===== src/rtl/alu_control_pipe_if.sv =====
// alu_control_pipe_if: instruction-in / control-out handshake bundle for alu_control_pipe
interface alu_control_pipe_if #(
  parameter int OP_W = 11,
  parameter int CTRL_W = 4
);
  logic in_valid;
  logic in_ready;
  logic [OP_W-1:0] inst31_21;
  logic [1:0] ALUOp;
  logic out_valid;
  logic out_ready;
  logic [CTRL_W-1:0] control_line;
  logic multi;
  logic busy;
  modport master (
    output in_valid, inst31_21, ALUOp, out_ready,
    input in_ready, out_valid, control_line, multi, busy
  );
  modport slave (
    input in_valid, inst31_21, ALUOp, out_ready,
    output in_ready, out_valid, control_line, multi, busy
  );
endinterface


===== src/rtl/alu_control_pipe.sv =====
// alu_control_pipe: registered ALU-control decoder with valid/ready handshake and multi-cycle MUL hold
module alu_control_pipe #(
  parameter int OP_W = 11,
  parameter int CTRL_W = 4,
  parameter int MUL_LAT = 4
) (
  input logic clk,
  input logic reset,
  alu_control_pipe_if.slave bus
);
  localparam int CW = $clog2(MUL_LAT + 1);
  typedef enum logic [1:0] {IDLE, EXEC, OUT} state_t;
  state_t state, next;
  logic [CW-1:0] cnt;
  logic [10:0] op;
  logic [3:0] op_code;
  logic op_mul;
  logic accept;
  assign op = bus.inst31_21[OP_W-1 -: 11];
  assign bus.in_ready = state == IDLE || (state == OUT && bus.out_ready);
  assign bus.out_valid = state == OUT;
  assign bus.busy = state == EXEC;
  assign accept = bus.in_valid && bus.in_ready;
  always_comb begin
    op_mul = bus.ALUOp == 2'b10 && op == 11'b10011011000;
    op_code = bus.ALUOp == 2'b00 ? 4'b0010 :
              bus.ALUOp == 2'b01 ? 4'b0111 :
              bus.ALUOp == 2'b11 ? 4'b1100 :
              op == 11'b11001011000 ? 4'b0110 :
              op == 11'b10001010000 ? 4'b0000 :
              op == 11'b10101010000 ? 4'b0001 :
              op == 11'b11010011011 ? 4'b0011 :
              op == 11'b11010011010 ? 4'b0100 :
              op == 11'b10011011000 ? 4'b1000 : 4'b0010;
  end
  always_comb begin
    next = state;
    if (state == EXEC) next = cnt == '0 ? OUT : EXEC;
    else if (accept) next = op_mul ? EXEC : OUT;
    else if (state == OUT && bus.out_ready) next = IDLE;
  end
  always_ff @(posedge clk) begin
    if (reset) begin
      state <= IDLE;
      cnt <= '0;
      bus.control_line <= '0;
      bus.multi <= 1'b0;
    end else begin
      state <= next;
      if (accept) begin
        bus.control_line <= CTRL_W'(op_code);
        bus.multi <= op_mul;
        cnt <= op_mul ? CW'(MUL_LAT - 1) : '0;
      end else if (state == EXEC && cnt != '0) begin
        cnt <= cnt - CW'(1);
      end
    end
  end
endmodule


===== src/flat_wrapper.sv =====
// flat-port wrapper written by rule: the top's interface ports become plain ports
module alu_control_pipe_flat 
#(
  parameter int OP_W = 11,
  parameter int CTRL_W = 4,
  parameter int MUL_LAT = 4
)
  (clk, reset, bus_in_valid, bus_inst31_21, bus_ALUOp, bus_out_ready, bus_in_ready, bus_out_valid, bus_control_line, bus_multi, bus_busy);
  alu_control_pipe_if #(.OP_W(OP_W), .CTRL_W(CTRL_W)) bus_i ();
  input logic clk;
  input logic reset;
  input wire logic [$bits(bus_i.in_valid)-1:0] bus_in_valid;
  input wire logic [$bits(bus_i.inst31_21)-1:0] bus_inst31_21;
  input wire logic [$bits(bus_i.ALUOp)-1:0] bus_ALUOp;
  input wire logic [$bits(bus_i.out_ready)-1:0] bus_out_ready;
  output wire logic [$bits(bus_i.in_ready)-1:0] bus_in_ready;
  output wire logic [$bits(bus_i.out_valid)-1:0] bus_out_valid;
  output wire logic [$bits(bus_i.control_line)-1:0] bus_control_line;
  output wire logic [$bits(bus_i.multi)-1:0] bus_multi;
  output wire logic [$bits(bus_i.busy)-1:0] bus_busy;
  assign bus_i.in_valid = bus_in_valid;
  assign bus_i.inst31_21 = bus_inst31_21;
  assign bus_i.ALUOp = bus_ALUOp;
  assign bus_i.out_ready = bus_out_ready;
  assign bus_in_ready = bus_i.in_ready;
  assign bus_out_valid = bus_i.out_valid;
  assign bus_control_line = bus_i.control_line;
  assign bus_multi = bus_i.multi;
  assign bus_busy = bus_i.busy;
  alu_control_pipe #(.OP_W(OP_W), .CTRL_W(CTRL_W), .MUL_LAT(MUL_LAT)) u_core (.clk(clk), .reset(reset), .bus(bus_i));
endmodule

===== config.mk =====
export PLATFORM = sky130hd
export DESIGN_NAME = alu_control_pipe_flat
export DESIGN_NICKNAME = d
export VERILOG_FILES = /design/src/rtl/alu_control_pipe_if.sv /design/src/rtl/alu_control_pipe.sv /design/src/flat_wrapper.sv
export SDC_FILE = /design/constraint.sdc
export NUM_CORES = 1
export LEC_CHECK = 0
export CAP_MARGIN = 30
export CORE_AREA = 3 3 40 42
export DETAILED_ROUTE_END_ITERATION = 12
export DIE_AREA = 0 0 43 45
export DONT_BUFFER_PORTS = 1
export PLACE_DENSITY_LB_ADDON = 0.3
export RECOVER_POWER = 25
export SLEW_MARGIN = 20
export SYNTH_ARGS = -nofsm -noshare
export SYNTH_HDL_FRONTEND = slang
export SYNTH_SLANG_ARGS = --single-unit

===== constraint.sdc =====
create_clock -name clk -period 1.28 [get_ports clk]
set_input_delay 0.064 -clock clk [delete_from_list [all_inputs] [get_ports clk]]
set_output_delay 0.064 -clock clk [all_outputs]
set_load 0.05 [all_outputs]

==> results.sh, run 1 <==
export IMPL_pwr_share_comb=0.251
export IMPL_grt_overflow=0
export IMPL_layout_common_cells="buf_4, dfxtp_1, inv_1, a211oi_1, clkbuf_2"
export IMPL_fin_crit_sh=0.960
export IMPL_coreArea_sq_um=1280
export IMPL_skew_ps=0.838
export IMPL_finalNonFillerCells=107
export IMPL_drc_errors=0
export IMPL_cts_buffers=3
export IMPL_start_kind="flip-flop"
export IMPL_cp_slowest_cell="dfxtp_2"
export IMPL_routed_top_layer="met4"
export IMPL_cp_required_ps=1470
export IMPL_io_pins=25
export IMPL_cts_setup_buffers=0
export IMPL_power_density_nw_per_um2=956
export IMPL_dpl_hpwl_mm=1.19
export IMPL_ys_top_cells_by_area="dfxtp_1, a211oi_1, a2111oi_4"
export IMPL_crit_chain="inv_2 > ha_4 > nand2b_4 > nand2_2 > mux2_4 > a211oi_2"
export IMPL_min_path_cells=2
export IMPL_synthCells=75
export IMPL_p_sw_frac=0.295
export IMPL_synthesis_area_sq_um=684
export IMPL_ys_warn_count=0
export IMPL_grt_start_max_net_pins=8
export IMPL_min_period_ps=1230
export IMPL_p_seq_frac=0.407
export IMPL_ys_seq_area_frac=0.293
export IMPL_die_y_um=45
export IMPL_die_area_sq_um=1940
export IMPL_relSlewSlack=0.776
export IMPL_cts_tree="built"
export IMPL_slowest_delay_ps=320
export IMPL_syn_nets=94
export IMPL_clkPwrFrac=0.342
export IMPL_cp_depth=6
export IMPL_cp_num_buf_inv=1
export IMPL_std_cell_rows=13
export IMPL_placement_io_buffers=0
export IMPL_fin_tns_setup_ps=0
export IMPL_reg2reg_slack_ps=50
export IMPL_peakVddDrop_v=0.000439
export IMPL_grt_pass1_vias=615
export IMPL_worst_slew_pin_transition_ps=335
export IMPL_wl_per_cell_um=13.9
export IMPL_hold_viol_final=0
export IMPL_max_cap_viol_count=0
export IMPL_viasPerCell=5.91
export IMPL_switchingPower_mw=0.246
export IMPL_cts_clk_slew_worst_paths_ps=60
export IMPL_ctsRootBufferMaster="clkbuf_4"
export IMPL_finalPower_mw=0.836
export IMPL_met3_length_um=80
export IMPL_drv_slew=0
export IMPL_clk_latency_ps=270
export IMPL_critical_path_startpoint="u_core.cnt[1]"
export IMPL_vias=632
export IMPL_clock_tree_htree_level_count=1
export IMPL_rr_worst_depth=6
export IMPL_wl_mm=1.49
export IMPL_worst_hold_path_type="in2reg"
export IMPL_antenna_cells=0
export IMPL_critPathCapture="u_core.cnt[1]"
export IMPL_drt_met1_wl_um=575
export IMPL_grt_pass1_wl_mm=2.42
export IMPL_crit_family="flip-flops"
export IMPL_synth_distinct_cells=35
export IMPL_dp_cells=101
export IMPL_area_growth_pct=27.8
export IMPL_setup_viol_count_final=0
export IMPL_ys_seq_elements=10
export IMPL_layout_nets=112
export IMPL_grt_usage=0.170
export IMPL_routabilityCongestion=0.761
export IMPL_cts_sinks=10
export IMPL_crit_fanout=3
export IMPL_yosysTopAreaCell="dfxtp_1"
export IMPL_initial_core_util=0.533
export IMPL_clockBufferDepth=2
export IMPL_antenna_found_initial=0
export IMPL_min_from="reset"
export IMPL_power_internal_mw=0.590
export IMPL_drive_gt1_frac=0.402
export IMPL_cp_end_kind="flip-flop"
export IMPL_drt_iter0_drc=6
export IMPL_critPathKind="reg2reg"
export IMPL_rr_startpoint="u_core.cnt[1]"
export IMPL_ant_nets=0
export IMPL_route_met2_wl_um=807
export IMPL_r2r_end="u_core.cnt[1]"
export IMPL_syn_area_per_cell_sq_um=9.13
export IMPL_synth_top_area_frac=0.293
export IMPL_p_leak_nw=0.346
export IMPL_outcome="complete, no violations"
export IMPL_critPathArrivalTime_ps=1420
export IMPL_die_w_um=43
export IMPL_drt_first_pass_iters=4
export IMPL_clock_fmax_ghz=0.814
==> power groups by stage <==
stage	Combinational (mW)	Sequential, mW	Clock, mW
after floorplan	0.102	0.386	0
after global placement	0.186	0.346	0
after detailed placement	0.190	0.346	0
after CTS	0.200	0.339	0.285
after global routing	0.226	0.342	0.308
final	0.210	0.340	0.286
==> final cells by class <==
class / count / area (sq um)
clock buffers: 4 / 36.3
fillers: 106 / 410
inverters: 6 / 22.5
multi-input cells: 57 / 483
flip-flops and latches: 10 / 203
well taps: 15 / 18.8
repair buffers: 15 / 111
==> cells by family (layout without fill, tap and decap cells) <==
logic type	after synthesis	count (layout)	share of synthesized area
flops	10	10	0.293
buf+inv	8	25	0.0475
fa+ha+maj	2	2	0.0366
xor+xnor	2	2	0.0256
simple gates	32	32	0.329
compound gates	20	20	0.247
mux	1	1	0.0219
==> sequential cells by signal, summed over array words and instances, names as in the netlist <==
register / cells
u_core.bus.control_line: 4
u_core.state: 2
u_core.bus.multi: 1
u_core.cnt: 3
==> cells in the mapped netlist (all sizes together) <==
library cell / instances
nand2b: 2
o31a: 1
o21a: 3
nor2: 3
and3b: 2
nor3: 2
and2b: 2
nor4b: 1
o21ai: 2
nor2b: 2
o211ai: 3
a211oi: 5
and4: 3
nand4: 3
clkbuf: 1
inv: 6
mux2: 1
ha: 2
nor3b: 4
a2111oi: 1
a21oi: 4
and4bb: 1
and2: 1
xnor2: 1
xor2: 1
nand3: 2
buf: 1
nand2: 4
a32o: 1
dfxtp: 10
==> stage by stage <==
stage | util | hold slack (ps) | cell area (sq um) | setup slack, ps
after CTS | 0.663 | 14.4 | 852 | 14.7
after global routing | 0.681 | 20.3 | 875 | -6.42
after floorplan | - | 200 | 687 | -19.8
after detailed placement | 0.617 | 131 | 793 | 13.0
final | 0.681 | 14.0 | 875 | 51.1
after global placement | 0.617 | 130 | 793 | 73.1
==> worst min-delay path by stage <==
stage                                       to  slack, ps
finish                         u_core.state[1]         10
floorplan           u_core.bus.control_line[2]        200
detailed placement               u_core.cnt[1]        130
CTS                            u_core.state[1]         10
global route                   u_core.state[1]         20
global placement                 u_core.cnt[1]        130
==> metal layers <==
layer  vias to the layer above  global-route usage
met2                        18               0.323
met3                         3              0.0518
li1                        313                   -
met5                         -                   0
met4                         0              0.0904
met1                       298               0.165
==> timing repair <==
action | in CTS | in global routing
hold buffers | 2 | 0
endpoints found under the hold margin | 7 | 0
endpoints found under the setup margin | 1 | 5
resized for setup | 2 | 8
pin swaps | 1 | 4
No activity file was read; power rests on OpenSTA's default activity.
==> run 2, diff against run 1 <==
MAX_ROUTING_LAYER = met4   (was not set)
clock period = 1.19 ns   (was 1.28 ns; I/O delays follow)
==> results.sh, run 2 (synthesis gave the netlist of run 1 again) <==
export IMPL_setup_viol_count_final=2
export IMPL_outcome="finished with violations"
export IMPL_placement_io_buffers=0
export IMPL_wl_per_cell_um=15.1
export IMPL_power_density_nw_per_um2=991
export IMPL_drt_first_pass_iters=4
export IMPL_layout_nets=115
export IMPL_max_cap_viol_count=0
export IMPL_antenna_cells=0
export IMPL_place_ws_ps=-56.9
export IMPL_drv_slew=0
export IMPL_grt_pass1_vias=668
export IMPL_largestRegisters="u_core.bus.control_line x4, u_core.cnt x3, u_core.state x2"
export IMPL_relSlewSlack=0.793
export IMPL_vias=670
export IMPL_start_kind="flip-flop"
export IMPL_min_from="reset"
export IMPL_failed_checks="negative setup slack"
export IMPL_postPlaceCellArea_sq_um=810
export IMPL_min_path_cells=2
export IMPL_grt_overflow=0
export IMPL_routabilityCongestion=0.851
export IMPL_p_leak_nw=0.384
export IMPL_grt_start_max_net_pins=8
export IMPL_layout_commonest_cell="buf_4"
export IMPL_clk_latency_ps=270
export IMPL_ant_nets=0
export IMPL_drt_iter0_drc=27
export IMPL_r2r_end="u_core.cnt[1]"
export IMPL_cts_sinks=10
export IMPL_viasPerCell=6.09
export IMPL_crit_fanout=5
export IMPL_largest_register="u_core.bus.control_line"
export IMPL_skew_ps=4.02
export IMPL_io_pins=25
export IMPL_cp_required_ps=1380
export IMPL_hold_viol_final=0
export IMPL_ctsRootBufferMaster="clkbuf_4"
export IMPL_critPathArrivalTime_ps=1420
export IMPL_peakVddDrop_v=0.000622
export IMPL_rr_worst_depth=4
export IMPL_dpl_hpwl_mm=1.17
export IMPL_fin_area_sq_um=920
export IMPL_cts_buffers=3
export IMPL_postLayoutCoreUtil=0.716
export IMPL_die_y_um=45
export IMPL_critPathKind="reg2reg"
export IMPL_worst_hold_path_type="in2reg"
export IMPL_drive_gt1_frac=0.453
export IMPL_reg2reg_slack_ps=-40
export IMPL_finalPower_mw=0.912
export IMPL_largest_register_ffs=4
export IMPL_whs_endpoint="u_core.state[1]"
export IMPL_die_area_sq_um=1940
export IMPL_cts_tree="built"
export IMPL_area_growth_pct=34.4
export IMPL_finalNonFillerCells=110
export IMPL_cts_clk_slew_worst_paths_ps=70
export IMPL_coreArea_sq_um=1280
export IMPL_clock_tree_htree_level_count=1
export IMPL_std_cell_rows=13
export IMPL_cp_end_kind="flip-flop"
export IMPL_min_period_ps=1230
export IMPL_layout_common_cells="buf_4, dfxtp_1, inv_1, a211oi_1, dfxtp_2"
export IMPL_grt_usage=0.185
export IMPL_worst_slew_pin_transition_ps=310
export IMPL_rr_startpoint="u_core.state[1]"
export IMPL_clock_fmax_ghz=0.810
export IMPL_die_w_um=43
export IMPL_antenna_found_initial=0
export IMPL_dp_cells=103
export IMPL_clockBufferDepth=2
export IMPL_grt_pass1_wl_mm=2.66
export IMPL_grt_setup_unrepaired="true"
export IMPL_wl_mm=1.66
export IMPL_fin_crit_sh=1.04
export IMPL_drc_errors=0
export IMPL_worst_slack_ps=-43.9
export IMPL_initial_core_util=0.533
## run 2: cell types whose count changed in the layout (fill, tap and decap cells not counted), sizes merged
cell	delta
clkbuf	-1
buf	+4
## run 2: cell type report
type | instances | area [sq um]
multi-input cells | 57 | 500
fillers | 106 | 365
flip-flops and latches | 10 | 205
repair buffers | 18 | 136
clock buffers | 4 | 36.3
inverters | 6 | 22.5
well taps | 15 | 18.8
## run 2: worst max-delay path by stage
stage,slack [ps],from,depth (start not counted),end
floorplan,-110,u_core.state[1],4,u_core.cnt[1]
global route,-100,u_core.state[1],4,u_core.cnt[1]
detailed placement,-60,u_core.cnt[0],6,u_core.cnt[1]
finish,-40,u_core.state[1],4,u_core.cnt[1]
CTS,-40,u_core.cnt[1],6,u_core.cnt[1]
global placement,-20,u_core.cnt[0],6,u_core.cnt[1]
## run 2: per-layer routing
layer / wire length (um) / GRT usage / share of wire / up-vias
met5: 0 / - / 0 / -
met4: 57 / 0.108 / 0.034 / 0
met3: 117 / 0.0120 / 0.070 / 7
met2: 908 / 0.338 / 0.55 / 33
met1: 576 / 0.197 / 0.35 / 306
li1: - / - / - / 324
## run 2: where the power goes
| group | switching (mW) | internal, mW |
|---|---|---|
| Clock | 0.122 | 0.186 |
| Combinational | 0.137 | 0.101 |
| Sequential | 0.0113 | 0.355 |
| Total | 0.270 | 0.642 |
## run 2: stage by stage
step                      TNS [ps]  hold WS (ps)
final                        -45.5          11.2
after global routing          -269          20.3
after CTS                    -41.2          5.62
after detailed placement     -56.9           127
after global placement       -18.5           126
after floorplan               -110           196
## run 2: critical path: stages, from the launching register on
cell      delay, ps
dfxtp_2         340
and2b_4         260
nand2_4          60
mux2_4          300
a211oi_2        200
## run 2: repair_timing
action / CTS / global route
setup endpoints to repair: 1 / 9
gates resized for setup: 3 / 12
gates cloned: 0 / 0
buffers inserted: 0 / 1
hold buffers: 2 / 0
pin swaps: 0 / 5
hold endpoints to repair: 7 / 0
==> run 3, diff against run 2 <==
CTS_BUF_LIST = sky130_fd_sc_hd__clkbuf_4   (was not set)
==> results.sh, run 3 (synthesis gave the netlist of run 1 again) <==
export IMPL_outcome="finished with violations"
export IMPL_failed_checks="negative setup slack"
export IMPL_cp_slowest_cell="dfxtp_2"
export IMPL_viasPerCell=5.93
export IMPL_relSlewSlack=0.793
export IMPL_hold_viol_final=0
export IMPL_switchingPower_mw=0.258
export IMPL_fin_crit_sh=1.03
export IMPL_antenna_found_initial=0
export IMPL_worst_slack_ps=-35.8
export IMPL_max_cap_viol_count=0
export IMPL_fillers=106
export IMPL_crit_chain="inv_2 > ha_4 > nand2b_4 > nand2_4 > mux2_4 > a211oi_2"
export IMPL_slowest_delay_ps=320
export IMPL_wl_mm=1.55
export IMPL_drv_slew=0
export IMPL_power_density_nw_per_um2=925
export IMPL_place_ws_ps=-56.9
export IMPL_layout_common_cells="buf_4, dfxtp_1, inv_1, a211oi_1, dfxtp_2"
export IMPL_clkPwrFrac=0.279
export IMPL_grt_pass1_wl_mm=2.61
export IMPL_cp_required_ps=1380
export IMPL_start_kind="flip-flop"
export IMPL_clock_fmax_ghz=0.816
export IMPL_p_leak_nw=0.372
export IMPL_antenna_cells=0
export IMPL_vias=652
export IMPL_worst_hold_path_type="in2reg"
export IMPL_peakVddDrop_v=0.000623
export IMPL_cts_buffers=3
export IMPL_p_sw_frac=0.309
export IMPL_die_w_um=43
export IMPL_layout_nets=115
export IMPL_grt_setup_unrepaired="true"
export IMPL_io_pins=25
export IMPL_grt_usage=0.179
export IMPL_crit_family="flip-flops"
export IMPL_pwr_share_comb=0.281
export IMPL_initial_core_util=0.533
export IMPL_worst_slew_pin_transition_ps=310
export IMPL_drc_errors=0
export IMPL_grt_overflow=0
export IMPL_coreArea_sq_um=1280
export IMPL_clock_tree_htree_level_count=1
export IMPL_wl_per_cell_um=14.1
export IMPL_std_cell_rows=13
export IMPL_cts_clk_slew_worst_paths_ps=70
export IMPL_grt_pass1_vias=670
export IMPL_cts_sinks=10
export IMPL_cp_num_buf_inv=1
export IMPL_crit_fanout=2
export IMPL_placement_io_buffers=0
export IMPL_ant_nets=0
export IMPL_cts_tree="built"
export IMPL_largest_register="u_core.bus.control_line"
export IMPL_critPathKind="reg2reg"
export IMPL_routabilityCongestion=0.851
export IMPL_die_y_um=45
export IMPL_setup_viol_count_final=1
export IMPL_grt_start_max_net_pins=8
export IMPL_ctsRootBufferMaster="clkbuf_4"
export IMPL_p_seq_frac=0.440
export IMPL_critPathArrivalTime_ps=1410
export IMPL_power_internal_mw=0.577
export IMPL_clockBufferDepth=2
export IMPL_skew_ps=4.73
export IMPL_min_period_ps=1230
export IMPL_dpl_hpwl_mm=1.17
export IMPL_drt_iter0_drc=11
export IMPL_cp_end_kind="flip-flop"
export IMPL_largestRegisters="u_core.bus.control_line x4, u_core.cnt x3, u_core.state x2"
export IMPL_die_area_sq_um=1940
export IMPL_area_growth_pct=31.8
export IMPL_drive_gt1_frac=0.442
export IMPL_layout_commonest_cell="buf_4"
export IMPL_clk_latency_ps=260
export IMPL_drt_first_pass_iters=4
export IMPL_largest_register_ffs=4
export IMPL_fin_tns_setup_ps=-35.8
==> run 3: worst register-to-register path: stages, from the launching register on <==
cell and delay, ps:
dfxtp_2 320, inv_2 70, ha_4 140, nand2b_4 60, nand2_4 70, mux2_4 300, a211oi_2 190
==> run 3: power by group through the flow <==
stage | Combinational (mW) | Sequential [mW] | Clock (mW)
floorplan | 0.109 | 0.415 | 0
global placement | 0.206 | 0.371 | 0
CTS | 0.220 | 0.365 | 0.239
finish | 0.235 | 0.367 | 0.233
detailed placement | 0.210 | 0.372 | 0
global route | 0.253 | 0.369 | 0.254
==> run 3: worst paths after layout <==
path                                                    to  cells after the start                  startpoint  slack (ps)
worst max-delay path                         u_core.cnt[1]                      6               u_core.cnt[1]         -40
worst min-delay path                       u_core.state[1]                      2                       reset          10
worst max register to register               u_core.cnt[1]                      6               u_core.cnt[1]         -40
worst min register to register  u_core.bus.control_line[3]                      2  u_core.bus.control_line[3]         480
==> run 3: what timing repair did <==
item                       CTS  global route
hold buffers                 2             0
hold endpoints to repair     7             0
setup endpoints to repair    1             9
resized for setup            3            10
pin swaps                    0             5
buffers inserted             0             1
==> run 3: through the flow <==
step	hold slack, ps	area (sq um)	power [mW]	instances	utilization
finish	13.4	902	0.835	110	0.702
global route	19.2	902	0.875	110	0.702
CTS	11.2	860	0.824	109	0.669
detailed placement	127	810	0.582	103	0.630
global placement	126	810	0.578	103	0.630
floorplan	196	688	0.525	75	-
==> run 3: per-layer routing <==
metal | share of wire | GRT usage | up-vias
met4 | 0.023 | 0.0964 | 0
met5 | 0 | - | -
met1 | 0.37 | 0.195 | 299
met3 | 0.065 | 0.0120 | 5
met2 | 0.54 | 0.326 | 26
li1 | - | - | 322
==> run 3: area by class of cell <==
cell class                 count  area [sq um]  share of cell area
multi-input combinational     57           490               0.544
sequential                    10           205               0.227
timing repair buffer          18           139               0.154
clock buffer                   3          22.5              0.0250
inverter                       6          22.5              0.0250
tap                           15          18.8              0.0208
clock inverter                 1          3.75             0.00416
